--- src/rtl/adder_tree_sched.sv ---
// adder_tree_sched
// ----------------
// Round-robin scheduler that lets N_REQ requesters share one
// augmented_adder_tree. Each transaction goes through the following steps:
// - Arbitrate among the active requests, scanning upward from ptr.
// - Launch the winner's operand vector with a one-cycle tree_start.
// - Wait for tree_done.
// - Return the sum to the winner with a one-cycle rsp_valid strobe.
// If the tree never answers within TIMEOUT cycles, the scheduler pulses
// tree_rst_n low, returns a zero sum and sets the sticky err_timeout flag.
//
// Ports:
//   clk          single rising-edge clock
//   rst          synchronous active-high reset
//   req          per-requester request, held until its rsp_valid
//   req_data     operand vectors, requester r at [r*INPUTS_NUM*WIDTH +: INPUTS_NUM*WIDTH]
//   gnt          one-hot grant, LAUNCH through RESP
//   rsp_valid    one-hot single-cycle result strobe
//   rsp_sum      registered result, valid with rsp_valid
//   tree_start   one-cycle launch pulse to the tree
//   tree_data    granted operand vector to the tree (muxed from registered g)
//   tree_sum     sum from the tree
//   tree_done    completion from the tree (honoured only while waiting)
//   tree_rst_n   registered active-low reset to the tree
//   busy         high whenever the scheduler is not idle
//   err_timeout  sticky hang indication, cleared only by rst
module adder_tree_sched #(
  parameter int unsigned WIDTH      = 5,
  parameter int unsigned INPUTS_NUM = 8,
  parameter int unsigned N_REQ      = 4,
  parameter int unsigned TIMEOUT    = 64,
  localparam int unsigned STAGES    = $clog2(INPUTS_NUM),
  localparam int unsigned SUM_W     = WIDTH + STAGES,
  localparam int unsigned PTR_W     = $clog2(N_REQ),
  localparam int unsigned VEC_W     = INPUTS_NUM * WIDTH
) (
  input  logic                   clk,
  input  logic                   rst,
  input  logic [N_REQ-1:0]       req,
  input  logic [N_REQ*VEC_W-1:0] req_data,
  output logic [N_REQ-1:0]       gnt,
  output logic [N_REQ-1:0]       rsp_valid,
  output logic [SUM_W-1:0]       rsp_sum,
  output logic                   tree_start,
  output logic [VEC_W-1:0]       tree_data,
  input  logic [SUM_W-1:0]       tree_sum,
  input  logic                   tree_done,
  output logic                   tree_rst_n,
  output logic                   busy,
  output logic                   err_timeout
);

  localparam int unsigned WD_W = $clog2(TIMEOUT);
  localparam logic [WD_W-1:0]  WD_LAST = WD_W'(TIMEOUT - 1);
  localparam logic [N_REQ-1:0] ONE_HOT0 = N_REQ'(1);

  typedef enum logic [2:0] {
    IDLE,
    LAUNCH,
    WAIT,
    FLUSH,
    RESP
  } state_t;

  state_t           state_q;
  logic [PTR_W-1:0] ptr_q;
  logic [PTR_W-1:0] g_q;
  logic [WD_W-1:0]  wd_q;
  logic [N_REQ-1:0] gnt_q;
  logic [N_REQ-1:0] rsp_valid_q;
  logic [SUM_W-1:0] rsp_sum_q;
  logic             tree_start_q;
  logic             tree_rst_n_q;
  logic             busy_q;
  logic             err_q;

  // Round-robin pick: first set request bit at or above ptr, wrapping.
  logic [PTR_W-1:0] sel_d;
  logic             found_d;
  int unsigned      idx_d;

  always_comb begin
    sel_d   = '0;
    found_d = 1'b0;
    idx_d   = 0;
    for (int unsigned i = 0; i < N_REQ; i++) begin
      idx_d = (32'(ptr_q) + i) % N_REQ;
      if (!found_d && req[PTR_W'(idx_d)]) begin
        found_d = 1'b1;
        sel_d   = PTR_W'(idx_d);
      end
    end
  end

  // Operand mux follows the registered grant so it is stable from LAUNCH on.
  assign tree_data = req_data[32'(g_q) * VEC_W +: VEC_W];

  always_ff @(posedge clk) begin
    if (rst) begin
      state_q      <= IDLE;
      ptr_q        <= '0;
      g_q          <= '0;
      wd_q         <= '0;
      gnt_q        <= '0;
      rsp_valid_q  <= '0;
      rsp_sum_q    <= '0;
      tree_start_q <= 1'b0;
      tree_rst_n_q <= 1'b0;
      busy_q       <= 1'b0;
      err_q        <= 1'b0;
    end else begin
      // Pulse-type outputs default to their inactive level every cycle.
      tree_start_q <= 1'b0;
      rsp_valid_q  <= '0;
      tree_rst_n_q <= 1'b1;
      unique case (state_q)
        IDLE: begin
          if (found_d) begin
            g_q          <= sel_d;
            gnt_q        <= ONE_HOT0 << sel_d;
            tree_start_q <= 1'b1;
            busy_q       <= 1'b1;
            state_q      <= LAUNCH;
          end
        end
        LAUNCH: begin
          wd_q    <= '0;
          state_q <= WAIT;
        end
        WAIT: begin
          // A done arriving on the last watchdog cycle still counts.
          if (tree_done) begin
            rsp_sum_q   <= tree_sum;
            rsp_valid_q <= ONE_HOT0 << g_q;
            state_q     <= RESP;
          end else if (wd_q == WD_LAST) begin
            err_q        <= 1'b1;
            rsp_sum_q    <= '0;
            tree_rst_n_q <= 1'b0;
            state_q      <= FLUSH;
          end else begin
            wd_q <= wd_q + 1'b1;
          end
        end
        FLUSH: begin
          rsp_valid_q <= ONE_HOT0 << g_q;
          state_q     <= RESP;
        end
        RESP: begin
          ptr_q   <= PTR_W'((32'(g_q) + 1) % N_REQ);
          gnt_q   <= '0;
          busy_q  <= 1'b0;
          state_q <= IDLE;
        end
        default: begin
          state_q <= IDLE;
        end
      endcase
    end
  end

  assign gnt         = gnt_q;
  assign rsp_valid   = rsp_valid_q;
  assign rsp_sum     = rsp_sum_q;
  assign tree_start  = tree_start_q;
  assign tree_rst_n  = tree_rst_n_q;
  assign busy        = busy_q;
  assign err_timeout = err_q;

endmodule

--- config.mk ---
export PLATFORM = sky130hd
export DESIGN_NAME = adder_tree_sched
export DESIGN_NICKNAME = d
export VERILOG_FILES = /design/src/rtl/adder_tree_sched.sv
export SDC_FILE = /design/constraint.sdc
export NUM_CORES = 1
export LEC_CHECK = 0
export ABC_AREA = 1
export CAP_MARGIN = 20
export CORE_MARGIN = 2
export CORE_UTILIZATION = 32
export DETAILED_ROUTE_END_ITERATION = 6
export HOLD_SLACK_MARGIN = 0.1
export PLACE_DENSITY = 0.82
export SYNTH_ARGS = -nofsm -noshare
export SYNTH_HDL_FRONTEND = slang
export SYNTH_SLANG_ARGS = --single-unit
--- constraint.sdc ---
create_clock -name clk -period 2.05 [get_ports clk]
set_input_delay 0.41 -clock clk [delete_from_list [all_inputs] [get_ports clk]]
set_output_delay 0.41 -clock clk [all_outputs]
set_load 0.02 [all_outputs]
Yosys cells after proc, flatten, opt, wreduce, memory -nomap -nowiden

Index checks and enable logic that the tools add are counted.

Bits in registers: 33
Input bits: 175
Output and inout port bits: 60
Logic and storage cells: 87

Add/sub/neg operators: 5
Multiply operators: 1
Magnitude comparators: 4
Eq/ne operators: 9
Shift operators: 3
Multiplexer cells: 35
Bitwise logic cells: 2
Reductions and logical operators: 17

Operators with widths:

| cell                                                                          | number |
|---|---|
| 160-bit by 9-bit indexed part select with 40-bit output                       | 1 |
| 8-bit two-way mux                                                             | 2 |
| 4-bit case mux with 2 select lines                                            | 2 |
| 1-bit two-way mux                                                             | 13 |
| 2-bit by 3-bit less-than comparator with 1-bit output (second input constant) | 4 |
| 6-bit two-way mux                                                             | 2 |
| 3-bit case mux with 4 select lines                                            | 1 |
| 6-bit case mux with 2 select lines                                            | 1 |
| 3-bit two-way mux                                                             | 3 |
| 1-bit binary-select mux with 2-bit select                                     | 4 |
| 2-bit two-way mux                                                             | 4 |
| 4-bit two-way mux                                                             | 2 |
| 2-bit AND reduction                                                           | 4 |
| 1-bit by 2-bit << shifter with 4-bit output (first input constant)            | 2 |
| 6-bit by 1-bit adder with 6-bit output (second input constant)                | 1 |
| 3-bit by 2-bit equality test with 1-bit output (second input constant)        | 2 |
| 6-bit equality test (second input constant)                                   | 1 |
| 2-bit != test (second input constant)                                         | 3 |
| 3-bit AND reduction                                                           | 2 |
| 2-bit nonzero test                                                            | 3 |
| 2-bit by 3-bit multiplier with 5-bit output (second input constant)           | 1 |
| 2-bit by 1-bit adder with 2-bit output (second input constant)                | 2 |
| 2-bit adder (second input constant)                                           | 2 |
| 3-bit by 1-bit equality test with 1-bit output (second input constant)        | 1 |
| 8 further kinds                                                               | 13 |

Longest topological paths before layout

Gate-level depths: netlist of run 1.

Word-level depth: 15
Gate-level depth with buffers: 13
Depth with buffers taken out: 13

Least setup slack after synthesis of run 1

OpenSTA, ideal clock, no wires.

Path kind: register -> output
Start: register g_q[0]
End: output port tree_data[14]
Arrival time: 1.350 ns
Required time: 1.640 ns
Path slack: 0.290 ns
Stages on the path, launching flop included: 5
Buffers on the path: 2
Cells stage by stage: dfxtp_1 > clkbuf_1 > clkbuf_1 > o21ai_0 > o22ai_1

Longest elaborated chain between the ends: 2

RTL lines:

| what                                                    | RTL line | RTL |
|---|---|---|
| start: declaration                                      | 67       | `logic [PTR_W-1:0] g_q;` |
| start signal: assignment                                | 119      | `g_q <= sel_d;` |
| 2-bit by 3-bit multiplier with 5-bit output             | 96       | `assign tree_data = req_data[32'(g_q) * VEC_W +: VEC_W];` |
| 160-bit by 9-bit indexed part select with 40-bit output | 96       |  |
| end: declaration                                        | 45       | `output logic [VEC_W-1:0] tree_data,` |

Every way passes these cells.

Worst setup path after layout of run 1

Start: register g_q[1]
End: output port tree_data[10]

Same word-level chain as after synthesis.

==> reports/metrics.cfg, run 1 <==
[synthesis]
yosysUniqueCellTypes=31
syn_area_mm2=0.002669
synth_seq_cells=33
synth_edf_count=0
synth_nets=630
synth_warnings=0
avgSynthCellArea_um2=5.931
syn_inst=450
synth-main-ff-cell=dfxtp_1
synthArstFlopShare_pct=0
seq_area_frac_synth_pct=24.75

[power_and_ir_drop]
pwr-share-seq_pct=22.1
ir_drop_mv=0.3721
power_density_mw_per_mm2=661.9
p_leak_nw=2.146
clkPwrFrac_pct=13.0
power_frac_comb_pct=64.9
switching_share_pct=43.88
switchingPower_w=0.001526
power.internal_w=0.001952

[cts]
clk_pin_slew_ns=0.06
cts_sinks=33
clock_path_buffers=2
cts-root-buf=clkbuf_8
cts_hold_buffers=0
post_cts_buffers=0
clk_latency_ns=0.28
htreeDepth=2
numCtsBuffers=5
tritoncts=built

[cells_and_area]
diodes=0
nets=864
seq_area_um2=664.4
postLayoutCoreUtil_pct=64.59
drive_above_1_share_pct=11.39
area_delta_synth_final_pct=96.86
nFillCells=719
multi_input_area_mm2=0.001777
final-instance-count-excl-fill=790

[setup_path]
endpoint=tree_data[10]
endpoint_kind=output pin
r2r-start=ptr_q[0]
crit_required_ns=1.64
start_kind=flop
worst_r2r_path_depth=12
reg2reg_slack_ns=0.36
crit_start=g_q[1]
timing.rr.end=gnt[2]
crit_type=reg -> out
critPathMaxFanout=20
crit_arrival_ns=1.58

[global_route]
grt_pass1_vias=3888
grt_first_pass_wirelength_um=17430
grt.total_usage_pct=24.19
antenna_found_initial=0
grt_overflow_total=0
grt_max_degree=37

[timing]
setup_viol=0
rsz0062_at_grt=true
fin_crit_ns=1.989
skew_ns=0.003903
setup_slack_ns=0.06071
worst_pin_slew_ns=0.5944
finalHoldViolCount=0
finalCritPeriodShare_pct=97.04
fmax_mhz=502.7
relSlewSlack_pct=60.07
final_max_slew_viol_count=0

[die]
fp.dieW_um=95.33
start_util_pct=32.81
io_pins=235
rows=33
die_area_mm2=0.009087
die_h_um=95.33
coreArea_mm2=0.008134

[placed_design]
port_buffers=234
routabilityCongestion=0.9038
post-place-ws_ns=-0.2241
dpl.hpwl_um=9329
dp_cells=782

[routing]
drcViolationCount=0
drt_wl_total_um=11270
first_iter_violations=88
highest_layer=met4
dr_wl_met3_um=867
drt_pass1_iterations=4
m1WireLength_um=4014
vias=3956
drt-vias-per-instance=5.008
wl_per_cell_um=14.26
met2WireLength_um=5833
ant_nets=0

[flow_run]
drv_cap=0

[run_status]
run_status=completed

[min_path]
hold_class=reg -> reg
min_path_cells=2

what timing repair did:
item                       CTS  global route
gates resized for setup     50            43
setup endpoints to repair   40            40
cloned                       0             0
how the worst min path moves through the flow:
stage | start | end
final | busy | busy
after global routing | busy | busy
after CTS | busy | busy
after detailed placement | busy | busy
after global placement | err_timeout | err_timeout
after floorplan | wd_q[0] | wd_q[0]
registers in the layout, summed over array words and instances (netlist names):
signal       count
wd_q             6
err_timeout      1
gnt              4
state_q          3
g_q              2
rsp_sum          8
ptr_q            2
tree_rst_n       1
rsp_valid        4
tree_start       1
busy             1
Yosys cell counts, types with 11 or more instances:
library cell	count	area share, %
dfxtp_1	33	25
nand3_1	19	3.6
o22ai_1	40	9.4
nand2_1	46	6.5
inv_1	24	3.4
o21ai_0	86	16
a21oi_1	16	3.0
nand2_2	11	2.6
clkbuf_1	25	3.5
nor2_1	107	15
per-stage QoR:
| stage | total power, W | setup TNS [ns] | area [um2] | hold slack (ns) |
|---|---|---|---|---|
| 6_report | 0.003478 | 0 | 5254 | 0.4726 |
| 3_5_place_dp | 0.003196 | -3.987 | 5239 | 0.4674 |
| 5_1_grt | 0.003731 | -0.03402 | 5254 | 0.4834 |
| 2_1_floorplan | 0.001989 | 0 | 2669 | 0.4679 |
| 3_3_place_gp | 0.003153 | -3.364 | 5239 | 0.4497 |
| 4_1_cts | 0.003492 | 0 | 5283 | 0.4763 |
final cells by class:
cell class	instances	share of cell area, %
Timing Repair Buffer	255	47.20
Multi-Input combinational cell	358	33.82
Sequential cell	33	12.65
Tap cell	105	2.501
Inverter	31	2.310
Clock buffer	8	1.524
critical path, cell delays in order, from the launching register on:
cell and delay [ns]:
dfxtp_1 0.34, inv_1 0.18, buf_12 0.18, o21ai_0 0.09
o22ai_1 0.21, clkdlybuf4s15_2 0.30
per-layer routing:
layer	global-route usage (%)	up-vias
met5	0	-
met4	12.80	0
met3	7.194	41
met2	44.25	154
met1	24.58	1770
li1	-	1991
cell usage in the layout, fill, tap and decap left out, types with 3 or more instances in the layout:
cell type	count
a21oi_1	16
buf_12	4
buf_4	11
buf_6	6
clkbuf_1	3
clkbuf_2	15
clkbuf_8	5
clkdlybuf4s15_1	5
clkdlybuf4s15_2	3
clkdlybuf4s50_1	194
dfxtp_1	32
dlygate4sd2_1	17
ha_1	5
inv_1	24
inv_2	5
nand2_1	46
nand2_2	11
nand3_1	19
nand3_2	3
nor2_1	107
nor2_2	5
nor3_1	5
o21ai_0	82
o21ai_1	4
o22ai_1	40
kinds of logic after synthesis:
logic type               after synthesis  share of synthesized area (%)
AO/OA/AOI/OAI                        149                          30.61
adder cells (fa/ha/maj)                5                          2.344
XOR/XNOR                               1                         0.3282
flip-flops                            33                          24.75
AND/OR/NAND/NOR                      203                          33.29
buffers and inverters                 59                          8.674
power by group through the flow:
stage               sequential (W)  combinational [W]  clock, W
finish                    0.000770            0.00226  0.000451
global route              0.000779            0.00245  0.000498
CTS                       0.000765            0.00226  0.000463
detailed placement        0.000777            0.00242         0
global placement          0.000772            0.00238         0
floorplan                 0.000810            0.00118         0
Power figures use the tool's default switching activity.
==> run 2: changes to the inputs <==
--- a/config.mk
+++ b/config.mk
@@ -7,11 +7,11 @@
 export LEC_CHECK = 0
 export ABC_AREA = 1
 export CAP_MARGIN = 20
-export CORE_MARGIN = 2
-export CORE_UTILIZATION = 32
+export CORE_MARGIN = 10
+export CORE_UTILIZATION = 35
 export DETAILED_ROUTE_END_ITERATION = 6
 export HOLD_SLACK_MARGIN = 0.1
-export PLACE_DENSITY = 0.82
+export PLACE_DENSITY = 0.89
 export SYNTH_ARGS = -nofsm -noshare
 export SYNTH_HDL_FRONTEND = slang
 export SYNTH_SLANG_ARGS = --single-unit
==> constraint.sdc (replaced) <==
create_clock -name clk -period 2.3 [get_ports clk]
set_input_delay 0.46 -clock clk [delete_from_list [all_inputs] [get_ports clk]]
set_output_delay 0.46 -clock clk [all_outputs]
set_load 0.02 [all_outputs]
==> run 2 against run 1 <==
Compared with the run above:
- final area rose by 0.19%
- utilization rose by 7.2 points
- clock power rose by 43%
- sequential power fell by 12%
- sequential cell count did not move
- die area rose by 27%
- global-route usage fell by 1.4 points
- critical path depth did not move
- count of clock-buffer cells in the layout fell by 3
- final cell count fell by 1.9%
- critical endpoint is now tree_data[19]
==> reports/metrics.cfg, run 2 (synthesized netlist as in run 1, its figures left out) <==
[cells_and_area]
nets=855  ; was 864
area_delta_synth_final_pct=97.23  ; was 96.86%
postLayoutCoreUtil_pct=71.80  ; was 64.59%
layout_common_cells=clkdlybuf4s50_1 (194), nor2_1 (107), o21ai_0 (86), nand2_1 (46)  ; was clkdlybuf4s50_1 (194), nor2_1 (107), o21ai_0 (82), nand2_1 (46), o22ai_1 (40)
diodes=0  ; unchanged
drive_above_1_share_pct=7.988  ; was 11.39%
largest_register_ffs=8  ; unchanged
mostFrequentLayoutCell=clkdlybuf4s50_1  ; unchanged

[setup_path]
crit_type=reg -> out  ; unchanged
endpoint=tree_data[19]  ; was tree_data[10]
endpoint_kind=output pin  ; unchanged
r2r-start=ptr_q[0]  ; unchanged
critPathMaxFanout=12  ; was 20
start_kind=flop  ; unchanged
crit_arrival_ns=1.67  ; was 1.58 ns
reg2reg_slack_ns=0.41  ; was 0.36 ns
crit_required_ns=1.84  ; was 1.64 ns
timing.rr.end=gnt[2]  ; unchanged
worst_r2r_path_depth=13  ; was 12
crit_start=g_q[0]  ; was g_q[1]

[timing]
fin_crit_ns=2.128
setup-tns-final_ns=0  ; unchanged
skew_ns=0.007240  ; was 0.003903 ns
finalCritPeriodShare_pct=92.54
relSlewSlack_pct=62.87  ; was 60.07%
final_max_slew_viol_count=0  ; unchanged
setup_viol=0  ; unchanged
rsz0062_at_grt=false  ; was true
finalHoldViolCount=0  ; unchanged
fmax_mhz=469.8
worst_pin_slew_ns=0.5527  ; was 0.5944 ns

[cts]
tritoncts=built  ; unchanged
htreeDepth=2  ; unchanged
clk_latency_ns=0.29  ; was 0.28 ns
cts-root-buf=clkbuf_8  ; unchanged
cts_sinks=33  ; unchanged
clock_path_buffers=2  ; unchanged
clk_pin_slew_ns=0.06  ; about the same
numCtsBuffers=5  ; unchanged

[routing]
vias=4048  ; was 3956
ant_nets=0  ; unchanged
first_iter_violations=162  ; was 88
drt_wl_total_um=13910  ; was 11270 um
wl_per_cell_um=17.95  ; was 14.26 um
drt_pass1_iterations=6  ; was 4
drcViolationCount=0  ; unchanged
drt-vias-per-instance=5.223  ; was 5.008

[die]
start_util_pct=36.41  ; was 32.81%
fp.dieW_um=107.3  ; was 95.33 um
coreArea_mm2=0.007331  ; was 0.008134 mm2
die_h_um=107.3  ; was 95.33 um
rows=31  ; was 33
die_area_mm2=0.01152  ; was 0.009087 mm2
io_pins=235  ; unchanged

[global_route]
antenna_found_initial=0  ; unchanged
grt_overflow_total=0  ; unchanged
grt_util_met3_pct=9.162  ; was 7.194%
use_met2_pct=42.45  ; was 44.25%
top_usage_layer=met2  ; unchanged
grt.total_usage_pct=22.77  ; was 24.19%
grt_pass1_vias=4076  ; was 3888
grt_max_degree=47  ; was 37
grt_first_pass_wirelength_um=21230  ; was 17430 um
grt_use_met1_pct=21.19  ; was 24.58%

[placed_design]
dpl.hpwl_um=11670  ; was 9329 um
port_buffers=234  ; unchanged
routabilityCongestion=0.8990  ; was 0.9038

[power_and_ir_drop]
power_density_mw_per_mm2=635.6  ; was 661.9 mW/mm2
p_leak_nw=2.149  ; was 2.146 nW
ir_drop_mv=0.2945  ; was 0.3721 mV

[min_path]
hold_class=reg -> reg  ; unchanged

[run_status]
run_status=completed  ; unchanged

[flow_run]
drv_cap=0  ; unchanged

[run 2: worst max-delay path, cell delays in order, from the launching register on]
cell and delay, ns:
dfxtp_2 0.36, inv_2 0.19, buf_4 0.22, o21ai_0 0.10, o22ai_1 0.15, dlygate4sd2_1 0.37
[run 2: power breakdown]
part	internal [W]	switching, W
Combinational	0.000871	0.00115
Sequential	0.000632	0.0000483
Clock	0.000430	0.000215
Total	0.00193	0.00141
[run 2: layout make-up]
cell class                      instances  area (um2)
Timing Repair Buffer                  246        2449
Fill cell                             562        2067
Multi-Input combinational cell        358        1777
Sequential cell                        33       661.9
Tap cell                               99       123.9
Inverter                               31       118.9
Clock buffer                            5       68.82
Clock inverter                          3       65.06
[run 2: worst min path at each step]
stage                      startpoint          end  slack (ns)  cells after the start
after floorplan               wd_q[0]      wd_q[0]        0.47                      2
after global placement    err_timeout  err_timeout        0.45                      2
after detailed placement         busy         busy        0.46                      2
after CTS                        busy         busy        0.47                      2
after global routing             busy         busy        0.49                      2
final                            busy         busy        0.47                      2
[run 2: repair_timing]
action                                  in CTS  in global routing
buffers inserted                             0                  0
resized for setup                           41                  0
endpoints found under the setup margin      40                  0
hold buffers                                 0                  0
[run 2: through the flow]
stage | hold slack [ns] | cells | total power [W] | worst slack (ns) | cell area (um2)
after detailed placement | 0.4625 | 767 | 0.002864 | -0.01759 | 5176
final | 0.4689 | 775 | 0.003346 | 0.1716 | 5264
after floorplan | 0.4679 | 450 | 0.001773 | 0.4898 | 2669
after global routing | 0.4896 | 775 | 0.003535 | 0.07161 | 5264
after CTS | 0.4716 | 775 | 0.003353 | 0.1682 | 5264
after global placement | 0.4496 | 767 | 0.002808 | 0.01006 | 5176
[run 2: routing by layer]
metal,wire (um),share of wire (%),up-vias
met5,0,0,-
met4,626,4.5,0
met3,1446,10,37
met2,7333,53,185
met1,4502,32,1851
li1,-,-,1975
==> run 3: changes to the inputs <==
--- a/config.mk
+++ b/config.mk
@@ -7,11 +7,12 @@
 export LEC_CHECK = 0
 export ABC_AREA = 1
 export CAP_MARGIN = 20
-export CORE_MARGIN = 10
-export CORE_UTILIZATION = 35
+export CORE_AREA = 2 2 91 93
 export DETAILED_ROUTE_END_ITERATION = 6
+export DIE_AREA = 0 0 93 95
 export HOLD_SLACK_MARGIN = 0.1
-export PLACE_DENSITY = 0.89
+export PLACE_DENSITY = 0.86
+export SLEW_MARGIN = 25
 export SYNTH_ARGS = -nofsm -noshare
 export SYNTH_HDL_FRONTEND = slang
 export SYNTH_SLANG_ARGS = --single-unit
==> run 3 against run 2 <==
Compared with the run above:
- combinational power about the same
- final area down 0.38%
- first-iteration DRC count grew 15%
- utilization decreased by 5.7 points
- sequential share of layout area hardly changed
- wire length is 17% lower
- largest cell class unchanged
- largest power group unchanged
- highest routed layer unchanged
==> reports/metrics.cfg, run 3 (synthesized netlist as in run 1, its figures left out) <==
[run_status]
run_status=completed  ; unchanged

[setup_path]
critPathMaxFanout=16  ; was 12
crit_type=reg -> out  ; unchanged
critical-path-slowest-cell=dfxtp_2  ; was dlygate4sd2_1
path_delay_family=buffers and inverters  ; unchanged
endpoint_kind=output pin  ; unchanged
crit_path_max_incr_delay_ns=0.39  ; was 0.37 ns
crit_arrival_ns=1.73  ; was 1.67 ns
start_kind=flop  ; unchanged
critPathBufInv=3  ; unchanged
path_cells=inv_4, buf_4, o21ai_0, o22ai_1, dlygate4sd2_1  ; was inv_2, buf_4, o21ai_0, o22ai_1, dlygate4sd2_1
crit_required_ns=1.84  ; about the same

[power_and_ir_drop]
power_density_mw_per_mm2=602.4  ; was 635.6 mW/mm2
ir_drop_mv=0.2757  ; was 0.2945 mV
p_leak_nw=2.149  ; about the same

[cells_and_area]
nFillCells=711  ; was 562
postLayoutCoreUtil_pct=66.15  ; was 71.80%
drive_above_1_share_pct=8.124  ; was 7.988%
area_delta_synth_final_pct=96.48  ; was 97.23%
largest_register_ffs=8  ; unchanged
diodes=0  ; unchanged
mostFrequentLayoutCell=clkdlybuf4s50_1  ; unchanged
fin_area_mm2=0.005244  ; was 0.005264 mm2
nets=856  ; was 855
layout_common_cells=clkdlybuf4s50_1 (194), nor2_1 (107), o21ai_0 (86), nand2_1 (46), o22ai_1 (40)  ; was clkdlybuf4s50_1 (194), nor2_1 (107), o21ai_0 (86), nand2_1 (46)

[die]
die_h_um=95  ; was 107.3 um
rows=33  ; was 31
die_area_mm2=0.008835  ; was 0.01152 mm2
coreArea_mm2=0.007928  ; was 0.007331 mm2
fp.dieW_um=93  ; was 107.3 um
io_pins=235  ; unchanged
start_util_pct=33.66  ; was 36.41%

[timing]
skew_ns=0.008258  ; was 0.007240 ns
final_max_slew_viol_count=0  ; unchanged
rsz0062_at_grt=false  ; unchanged
setup-tns-final_ns=0  ; unchanged
setup_viol=0  ; unchanged
fmax_mhz=457.5  ; was 469.8 MHz
setup_slack_ns=0.1143  ; was 0.1716 ns
worst_pin_slew_ns=0.5928  ; was 0.5527 ns
fin_crit_ns=2.186  ; was 2.128 ns
relSlewSlack_pct=60.06  ; was 62.87%
finalHoldViolCount=0  ; unchanged
finalCritPeriodShare_pct=95.03  ; was 92.54%

[routing]
wl_per_cell_um=14.77  ; was 17.95 um
drt-vias-per-instance=5.098  ; was 5.223
vias=3987  ; was 4048
ant_nets=0  ; unchanged
first_iter_violations=186  ; was 162
drcViolationCount=0  ; unchanged
drt_pass1_iterations=5  ; was 6
drt_wl_total_um=11550  ; was 13910 um

[placed_design]
port_buffers=234  ; unchanged
post-place-ws_ns=-0.1166  ; was -0.01759 ns
dpl_cell_area_mm2=0.005179  ; was 0.005176 mm2
dpl.hpwl_um=9272  ; was 11670 um
routabilityCongestion=0.9077  ; was 0.8990

[global_route]
grt_use_met1_pct=26.98  ; was 21.19%
grt_max_degree=55  ; was 47
grt.total_usage_pct=25.03  ; was 22.77%
grt_pass1_vias=3707  ; was 4076
grt_overflow_total=0  ; unchanged
antenna_found_initial=0  ; unchanged
grt_util_met3_pct=8.779  ; was 9.162%
use_met2_pct=44.57  ; was 42.45%
top_usage_layer=met2  ; unchanged
grt_first_pass_wirelength_um=17600  ; was 21230 um

[cts]
htreeDepth=2  ; unchanged
cts_sinks=33  ; unchanged
tritoncts=built  ; unchanged
clk_pin_slew_ns=0.06  ; about the same
clock_path_buffers=2  ; unchanged
cts-root-buf=clkbuf_8  ; unchanged
clk_latency_ns=0.29  ; about the same
numCtsBuffers=5  ; unchanged

[min_path]
hold_class=reg -> reg  ; unchanged

[flow_run]
drv_cap=0  ; unchanged

[run 3: report_power, final]
part	switching [W]	internal [W]
sequential	0.0000512	0.000633
clock	0.000208	0.000270
combinational	0.00112	0.000873
total	0.00138	0.00178
[run 3: path summary, 6_finish.rpt]
path	startpoint	to	slack, ns	depth (start not counted)
setup / recovery	g_q[0]	tree_data[3]	0.11	5
setup reg to reg	ptr_q[0]	gnt[2]	0.45	13
hold reg to reg	busy	busy	0.47	2
hold / removal	busy	busy	0.47	2
[run 3: routing by layer]
layer / share of wire [%] / wire length, um / vias up
met5: 0 / 0 / -
met4: 4.0 / 463 / 0
met3: 8.6 / 994 / 36
met2: 50 / 5811 / 180
met1: 37 / 4278 / 1789
li1: - / - / 1982
[run 3: layout make-up]
type	instances	area [um2]	area share [%]
inverters	31	121.4	2.314
flip-flops and latches	33	661.9	12.62
multi-input cells	358	1777	33.88
clock inverters	1	5.005	0.09544
clock buffers	7	96.34	1.837
repair buffers	247	2451	46.74
well taps	105	131.4	2.505
[run 3: repair_timing]
| item | CTS | global route |
|---|---|---|
| hold buffers | 0 | 0 |
| gates resized for setup | 40 | 2 |
| setup buffers | 0 | 0 |
| endpoints found under the setup margin | 40 | 2 |
[run 3: worst reg2reg max path: cells and delay by family (launching register included)]
kind,cells,cell delay [ns]
and+or+nand+nor,11,0.93
DFF,1,0.59
buffers and inverters,2,0.22
[run 3: through the flow]
| stage | instances | hold WS, ns | power (W) |
|---|---|---|---|
| 2_1_floorplan | 450 | 0.4679 | 0.001773 |
| 3_3_place_gp | 774 | 0.4492 | 0.002784 |
| 3_5_place_dp | 774 | 0.4607 | 0.002830 |
| 4_1_cts | 782 | 0.4749 | 0.003163 |
| 5_1_grt | 782 | 0.4946 | 0.003361 |
| 6_report | 782 | 0.4671 | 0.003159 |
